$ cat config.mk
export PLATFORM = sky130hd
export DESIGN_NAME = ultrasonic_ranger
export DESIGN_NICKNAME = d
export VERILOG_FILES = /design/src/rtl/ultrasonic_ranger.sv
export SDC_FILE = /design/constraint.sdc
export NUM_CORES = 1
export LEC_CHECK = 0
export ABC_AREA = 1
export CORE_MARGIN = 3
export CORE_UTILIZATION = 61
export DETAILED_ROUTE_END_ITERATION = 10
export PLACE_DENSITY = 0.86
export SYNTH_ARGS = -nofsm -noshare
export SYNTH_HDL_FRONTEND = slang
export SYNTH_SLANG_ARGS = --single-unit
$ cat constraint.sdc
create_clock -name CLK -period 3.05 [get_ports CLK]
set_input_delay 0.7625 -clock CLK [delete_from_list [all_inputs] [get_ports CLK]]
set_output_delay 0.7625 -clock CLK [all_outputs]
set_load 0.01 [all_outputs]
$ cat src/rtl/ultrasonic_ranger.sv
// HC-SR04 style ranger: periodic 10 us trigger, echo timed in us and converted to cm.
// Echo edge reaches the FSM after 2 sync flops + 1 state flop; no backpressure, results are simply overwritten.
module ultrasonic_ranger #(
    parameter int CLK_PER_US      = 50,
    parameter int TRIG_US         = 10,
    parameter int PERIOD_US       = 20000,
    parameter int RISE_TIMEOUT_US = 1000,
    parameter int US_PER_CM       = 58,
    parameter int MAX_CM          = 300
) (
    input  logic       CLK,
    input  logic       RST_N,
    input  logic       ECHO,
    output logic       TRIG,
    output logic [8:0] DIST_CM,
    output logic       VALID,
    output logic       OOR,
    output logic       NO_ECHO
);

    localparam int US_MAX = (TRIG_US > RISE_TIMEOUT_US) ? TRIG_US : RISE_TIMEOUT_US;
    localparam int PRE_W  = $clog2(CLK_PER_US + 1);
    localparam int PER_W  = $clog2(PERIOD_US + 1);
    localparam int US_W   = $clog2(US_MAX + 1);
    localparam int SUB_W  = $clog2(US_PER_CM + 1);

    localparam logic [PRE_W-1:0] PRE_LAST   = PRE_W'(CLK_PER_US - 1);
    localparam logic [PER_W-1:0] PER_LAST   = PER_W'(PERIOD_US - 1);
    localparam logic [US_W-1:0]  TRIG_LAST  = US_W'(TRIG_US - 1);
    localparam logic [US_W-1:0]  RISE_LAST  = US_W'(RISE_TIMEOUT_US - 1);
    localparam logic [SUB_W-1:0] SUB_LAST   = SUB_W'(US_PER_CM - 1);
    localparam logic [8:0]       CM_MAX     = 9'(MAX_CM);
    localparam logic [9:0]       CM_MAX_W   = 10'(MAX_CM);

    localparam logic [2:0] S_IDLE = 3'd0;
    localparam logic [2:0] S_TRIG = 3'd1;
    localparam logic [2:0] S_WAIT = 3'd2;
    localparam logic [2:0] S_MEAS = 3'd3;
    localparam logic [2:0] S_DONE = 3'd4;

    logic             echo_meta_q, echo_s_q;
    logic [PRE_W-1:0] pre_q, pre_d;
    logic [PER_W-1:0] per_q, per_d;
    logic [2:0]       state_q, state_d;
    logic [US_W-1:0]  us_q, us_d;
    logic [SUB_W-1:0] sub_q, sub_d;
    logic [8:0]       cm_q, cm_d;
    logic             trig_q, trig_d;
    logic [8:0]       dist_q, dist_d;
    logic             oor_q, oor_d;
    logic             noe_q, noe_d;
    logic             valid_q, valid_d;

    logic             us_tick;
    logic             start;
    logic             carry;
    logic [9:0]       meas_cm;

    assign us_tick = (pre_q == PRE_LAST);
    assign start   = us_tick && (per_q == PER_LAST);
    assign carry   = us_tick && (sub_q == SUB_LAST);

    always_comb begin
        pre_d = us_tick ? '0 : pre_q + PRE_W'(1);
        per_d = per_q;
        if (us_tick) begin
            per_d = (per_q == PER_LAST) ? '0 : per_q + PER_W'(1);
        end
    end

    always_comb begin
        state_d = state_q;
        us_d    = us_q;
        sub_d   = sub_q;
        cm_d    = cm_q;
        trig_d  = trig_q;
        dist_d  = dist_q;
        oor_d   = oor_q;
        noe_d   = noe_q;
        valid_d = 1'b0;
        // A microsecond tick landing on the falling-edge cycle still counts,
        // so an echo of N whole microseconds yields exactly N ticks.
        meas_cm = {1'b0, cm_q} + {9'd0, carry};
        case (state_q)
            S_IDLE: begin
                if (start) begin
                    trig_d  = 1'b1;
                    us_d    = '0;
                    state_d = S_TRIG;
                end
            end
            S_TRIG: begin
                if (us_tick) begin
                    if (us_q == TRIG_LAST) begin
                        trig_d  = 1'b0;
                        us_d    = '0;
                        state_d = S_WAIT;
                    end else begin
                        us_d = us_q + US_W'(1);
                    end
                end
            end
            S_WAIT: begin
                if (echo_s_q) begin
                    sub_d   = '0;
                    cm_d    = '0;
                    state_d = S_MEAS;
                end else if (us_tick) begin
                    if (us_q == RISE_LAST) begin
                        noe_d   = 1'b1;
                        oor_d   = 1'b0;
                        dist_d  = '0;
                        state_d = S_DONE;
                    end else begin
                        us_d = us_q + US_W'(1);
                    end
                end
            end
            S_MEAS: begin
                if (!echo_s_q) begin
                    dist_d  = (meas_cm > CM_MAX_W) ? CM_MAX : meas_cm[8:0];
                    oor_d   = 1'b0;
                    noe_d   = 1'b0;
                    state_d = S_DONE;
                end else if (cm_q == CM_MAX) begin
                    dist_d  = CM_MAX;
                    oor_d   = 1'b1;
                    noe_d   = 1'b0;
                    state_d = S_DONE;
                end else if (carry) begin
                    sub_d = '0;
                    cm_d  = cm_q + 9'd1;
                end else if (us_tick) begin
                    sub_d = sub_q + SUB_W'(1);
                end
            end
            S_DONE: begin
                valid_d = 1'b1;
                state_d = S_IDLE;
            end
            default: begin
                state_d = S_IDLE;
            end
        endcase
    end

    always_ff @(posedge CLK or negedge RST_N) begin
        if (!RST_N) begin
            echo_meta_q <= 1'b0;
            echo_s_q    <= 1'b0;
            pre_q       <= '0;
            per_q       <= '0;
            state_q     <= S_IDLE;
            us_q        <= '0;
            sub_q       <= '0;
            cm_q        <= '0;
            trig_q      <= 1'b0;
            dist_q      <= '0;
            oor_q       <= 1'b0;
            noe_q       <= 1'b0;
            valid_q     <= 1'b0;
        end else begin
            echo_meta_q <= ECHO;
            echo_s_q    <= echo_meta_q;
            pre_q       <= pre_d;
            per_q       <= per_d;
            state_q     <= state_d;
            us_q        <= us_d;
            sub_q       <= sub_d;
            cm_q        <= cm_d;
            trig_q      <= trig_d;
            dist_q      <= dist_d;
            oor_q       <= oor_d;
            noe_q       <= noe_d;
            valid_q     <= valid_d;
        end
    end

    assign TRIG    = trig_q;
    assign DIST_CM = dist_q;
    assign VALID   = valid_q;
    assign OOR     = oor_q;
    assign NO_ECHO = noe_q;

endmodule

Word level (Yosys, flattened, before mapping)
Cells that the tools add are included.
{ "op_classes": {"n_addsub": 6, "order_cmp": 1, "eq_ne": 25, "n_mux": 53, "n_reduce_logical": 12} }
{ "ops": {"columns": ["cell", "n"], "rows": [
  ["$mux W9", 10],
  ["$mux W10", 6],
  ["$mux W6", 6],
  ["$pmux W9 S2", 2],
  ["$pmux W10 S3", 1],
  ["$mux W3", 8],
  ["$ne A2 B2 Y1 const B", 11],
  ["$add A15 B1 Y15 const B", 1],
  ["$eq A15 B15 Y1 const B", 1],
  ["$mux W15", 1],
  ["$reduce_and A5 Y1", 3],
  ["$mux W1", 14],
  ["$add A6 B1 Y6 const B", 2],
  ["$eq A6 B6 Y1 const B", 2],
  ["$ne A3 B3 Y1 const B", 4],
  ["$pmux W3 S4", 1],
  ["$pmux W6 S2", 1],
  ["$reduce_and A6 Y1", 2],
  ["$add A10 B1 Y10 const B", 1],
  ["$add A9 B1 Y10", 1],
  ["$eq A10 B10 Y1 const B", 1],
  ["$eq A10 B4 Y1 const B", 1],
  ["$gt A10 B9 Y1 const B", 1],
  ["$add A9 B1 Y9 const B", 1],
  ["other kinds (10)", 15]
]} }
{ "word_totals": {"regBits": 64, "in_bits": 3, "out_inout_bits": 13, "word_cells": 110} }

Depth between registers and ports, before layout
{ "logic_depth": {"depth_word": 7, "ltp_mapped": 19, "depth_no_buf": 19} }

Worst setup path after synthesis
No wires, ideal clock.
{ "synth_timing": {"path_type": "register to register", "from": "register sub_q[1]", "to": "register dist_q[4], in the netlist DIST_CM[4]", "setup_ps": 120, "arrival_time_ps": 2389, "required_ps": 2930, "slack_ps": 541, "stages_incl_launch_ff": 18, "path_buffers": 0, "period_less_slack_ps": 2509, "cell_sequence": "dfrtp_1 -> inv_1 -> ha_1 -> nand3_1 -> nor4_4 -> ha_1 -> ha_1 -> inv_1 -> nor2_1 -> nand2_1 -> nand2_1 -> nand3_1 -> nor2_1 -> nand2_1 -> nand2_1 -> nand2_2 -> nand3b_1 -> nand2_1"} }
{ "synth_between": {"elab_chain_len": 7} }
{ "synth_rtl": {"columns": ["item", "line_no", "text"], "rows": [
  ["start, declared", "46", "logic [SUB_W-1:0] sub_q, sub_d;"],
  ["start signal, assigned", "169", "sub_q <= sub_d;"],
  ["$eq A6 B6 Y1 *", "61", "assign carry = us_tick && (sub_q == SUB_LAST);"],
  ["$logic_and A1 B1 Y1 *", "61", null],
  ["$add A9 B1 Y10 *", "83", "meas_cm = {1'b0, cm_q} + {9'd0, carry};"],
  ["$gt A10 B9 Y1", "121", "dist_d = (meas_cm > CM_MAX_W) ? CM_MAX : meas_cm[8:0];"],
  ["$mux W9 *", "121", null],
  ["$mux W9 *", "120", "if (!echo_s_q) begin"],
  ["$pmux W9 S2 *", "84", "case (state_q)"],
  ["end signal, assigned", "172", "dist_q <= dist_d;"],
  ["end, declared", "49", "logic [8:0] dist_q, dist_d;"]
]} }
Every way passes the cells marked *; elsewhere a longest branch is shown, timed or not.
A chain may end at the register's enable or synchronous reset.

Worst setup path after layout
{ "layout_timing": {"from": "register sub_q[1]", "to": "register dist_q[8], in the netlist DIST_CM[8]"} }
Same word-level chain as after synthesis.

==> metrics.csv <==
metric;value;unit
pin_count;16;
synth.distinct_cells;36;
r2r-start;sub_q[1]$_DFFE_PN0P_;
grt_overflow;0;
required;3.28;ns
p_leak;2.02;nW
synth_fa_ha_area_share;3.51;%
slew_headroom;54.2;%
cp_common_cell;nand2_1;
post-route-drc-count;0;
p_seq_share;52.8;%
peakVddDrop;0.326;mV
antennaDiodeCount;0;
clk_pin_slew;0.07;ns
yosys.area_share.simple;32.2;%
cp_cell_sequence;inv_1 -> ha_1 -> nand3_1 -> nor4_4 -> ha_1 -> ha_1 -> inv_1 -> nor2_1 -> nand2_1 -> nand2_1 -> nand2_1 -> a21oi_1 -> nand2_1 -> nand2_2 -> nand2_1 -> nand2_1 -> nand2_1;
insertion_delay;0.34;ns
wl_per_cell;13.8;um
grt_max_degree;38;
fin_cells;610;
slew_viol_final;0;
synth_top_family_by_area;simple AND/OR/NAND/NOR gates;
post-route-min-period;2.73;ns
crit_arrival;2.96;ns
yosysMostFrequentCell;nand2_1;
syn_area;3930;sq um
fin_nets;544;
cts_buffers;9;
clockRootBuffer;clkbuf_8;
vias_per_cell;5.65;
setup_viol;0;
clock-skew-final;0.00818;ns
swShare;21.0;%
die_h;86.2;um
place_congestion;0.927;
hold_path.class;flip-flop to flip-flop;
antenna_found_initial;0;
post_cts_resized;0;
area_growth;10.6;%
muxShareOfSynthArea;0;%
synth_common_cells;nand2_1 (115), dfrtp_1 (64), inv_1 (56), nor2_1 (47), nand3_1 (35);
dp_cells;594;
grt_pass1_vias;3432;
synth_enable_flop_cells;0;
grt_pass1_wl;14.9;mm
syn_inst;510;
synth-xor-area-share;5.58;%
switchingPower;0.339;mW
cp_max_fo;9;
synth-compound-area-share;10.0;%
yosysTopAreaCellShare;40.8;%
ant_nets;0;
tns;0;ns
p_int;1.28;mW
yosysTopAreaCell;dfrtp_1;
synth-seq-cells;64;
cts_hold_buf;0;
layout-drive-gt1-share;9.53;%
clockBufferDepth;2;
status;finished clean;
yosys-top-cells-area;dfrtp_1 (41%), nand2_1 (11%), xor2_1 (5.6%);
ctsHtreeMaxLevel;3;
cts_sinks;64;
setup.worst_path.start_class;flip-flop;
final.setup.worst_slack;0.316;ns
die_w;86.2;um
drt_first_pass_iters;5;
cp-end-kind;flip-flop;
slowest_stage;dfrtp_1;
yosysWarnings;0;
rows;28;
grtUsageTotal;25.1;%
async_flop_share;100;%
worst_pin_slew;0.688;ns
synth_ff_type;dfrtp_1;
hpwl;6.16;mm
fmax;366;MHz
crit_start;sub_q[1]$_DFFE_PN0P_;
coreArea;6060;sq um
wirelength;8.44;mm
cts_tree;yes;
yosysSeqAreaShare;40.8;%
rsz0062_at_grt;no;
numPortBuffers;15;
critical_path_class;flip-flop to flip-flop;
pwr-share-comb;1.5;%
hold_viol_final;0;
powerDensity;372;nW/um^2
fin_area;4340;sq um
drtIter0Drc;234;
syn_avg_cell_area;7.70;sq um
hold_slack;0.348;ns
dp_slack;0.408;ns
start_util;64.8;%
min-delay-start;echo_meta_q$_DFF_PN0_;
syn_nets;524;
dieArea;7430;sq um
critPathMaxStageDelay;0.40;ns
place_area;4140;sq um
fin_crit_sh;89.6;%
post-cts-setup-buffers;0;
num_vias;3444;
cap_viol_max_count;0;
clkPwrFrac;45.7;%
-- stage by stage --
stage,util [%],power [mW]
after floorplan,-,0.871
after global placement,68.3,0.893
after detailed placement,68.3,0.893
after CTS,71.6,1.63
after global routing,71.6,1.67
final,71.6,1.61
-- power groups by stage --
stage          sequential, mW  combinational (mW)  clock (mW)
6_report                0.852              0.0240       0.738
5_1_grt                 0.852              0.0280       0.790
4_1_cts                 0.852              0.0253       0.748
3_5_place_dp            0.868              0.0251           0
3_3_place_gp            0.868              0.0249           0
2_1_floorplan           0.866             0.00415           0
-- area by class of cell --
type,instances,area (sq um)
multi-input cells,370,2010
fillers,478,1720
flip-flops and latches,64,1600
inverters,67,253
repair buffers,18,180
clock buffers,13,159
well taps,75,93.8
clock inverters,3,40.0
-- kinds of logic after synthesis --
family / after synthesis
buffers and inverters: 76
flip-flops: 64
AND/OR/NAND/NOR: 260
AO/OA/AOI/OAI: 74
adder cells (fa/ha/maj): 11
XOR/XNOR: 25
-- path summary, 6_finish.rpt --
| check | to | slack, ns | cells after the start |
|---|---|---|---|
| hold reg to reg | echo_s_q$_DFF_PN0_ | 0.35 | 0 |
| min in group asynchronous | per_q[9]$_DFFE_PN0P_ | 0.46 | 1 |
| setup / recovery | DIST_CM[8]$_DFFE_PN0P_ | 0.32 | 17 |
| max in group asynchronous | DIST_CM[0]$_DFFE_PN0P_ | 1.96 | 2 |
| setup reg to reg | DIST_CM[8]$_DFFE_PN0P_ | 0.32 | 17 |
| hold / removal | echo_s_q$_DFF_PN0_ | 0.35 | 0 |
-- registers in the layout (all words and copies together) (netlist names) --
name and flops:
us_q 10, cm_q 9, DIST_CM 9, echo_s_q 1, per_q 15, pre_q 6, OOR 1, echo_meta_q 1
NO_ECHO 1, VALID 1, TRIG 1, state_q 3, sub_q 6
-- layer usage --
layer	part of all wire [%]	wire length (um)	GRT usage, %	vias up
li1	-	-	-	1704
met1	45	3770	31.2	1625
met2	49	4160	43.0	99
met3	4.5	380	5.70	16
met4	1.5	130	8.92	0
met5	0	0	0	-
-- critical path, delay by kind of cell, from the launching register on --
kind	cells	cell delay, ns
buf+inv	2	0.14
compound gates	1	0.15
flops	1	0.40
simple gates	11	1.24
fa+ha+maj	3	0.68
-- cell usage in the layout (no fill, tap or decap), types with 11 or more instances in the layout --
cell type and count:
nand4_1 11, clkdlybuf4s50_1 14, nand3_1 35, clkbuf_8 11, o21ai_0 32, dfrtp_1 64
a21oi_1 19, xor2_1 25, inv_1 56, nor2_1 47, o21ai_1 18, ha_1 11
nor3_1 24, nand2_1 115
Power figures use the tool's default switching activity.
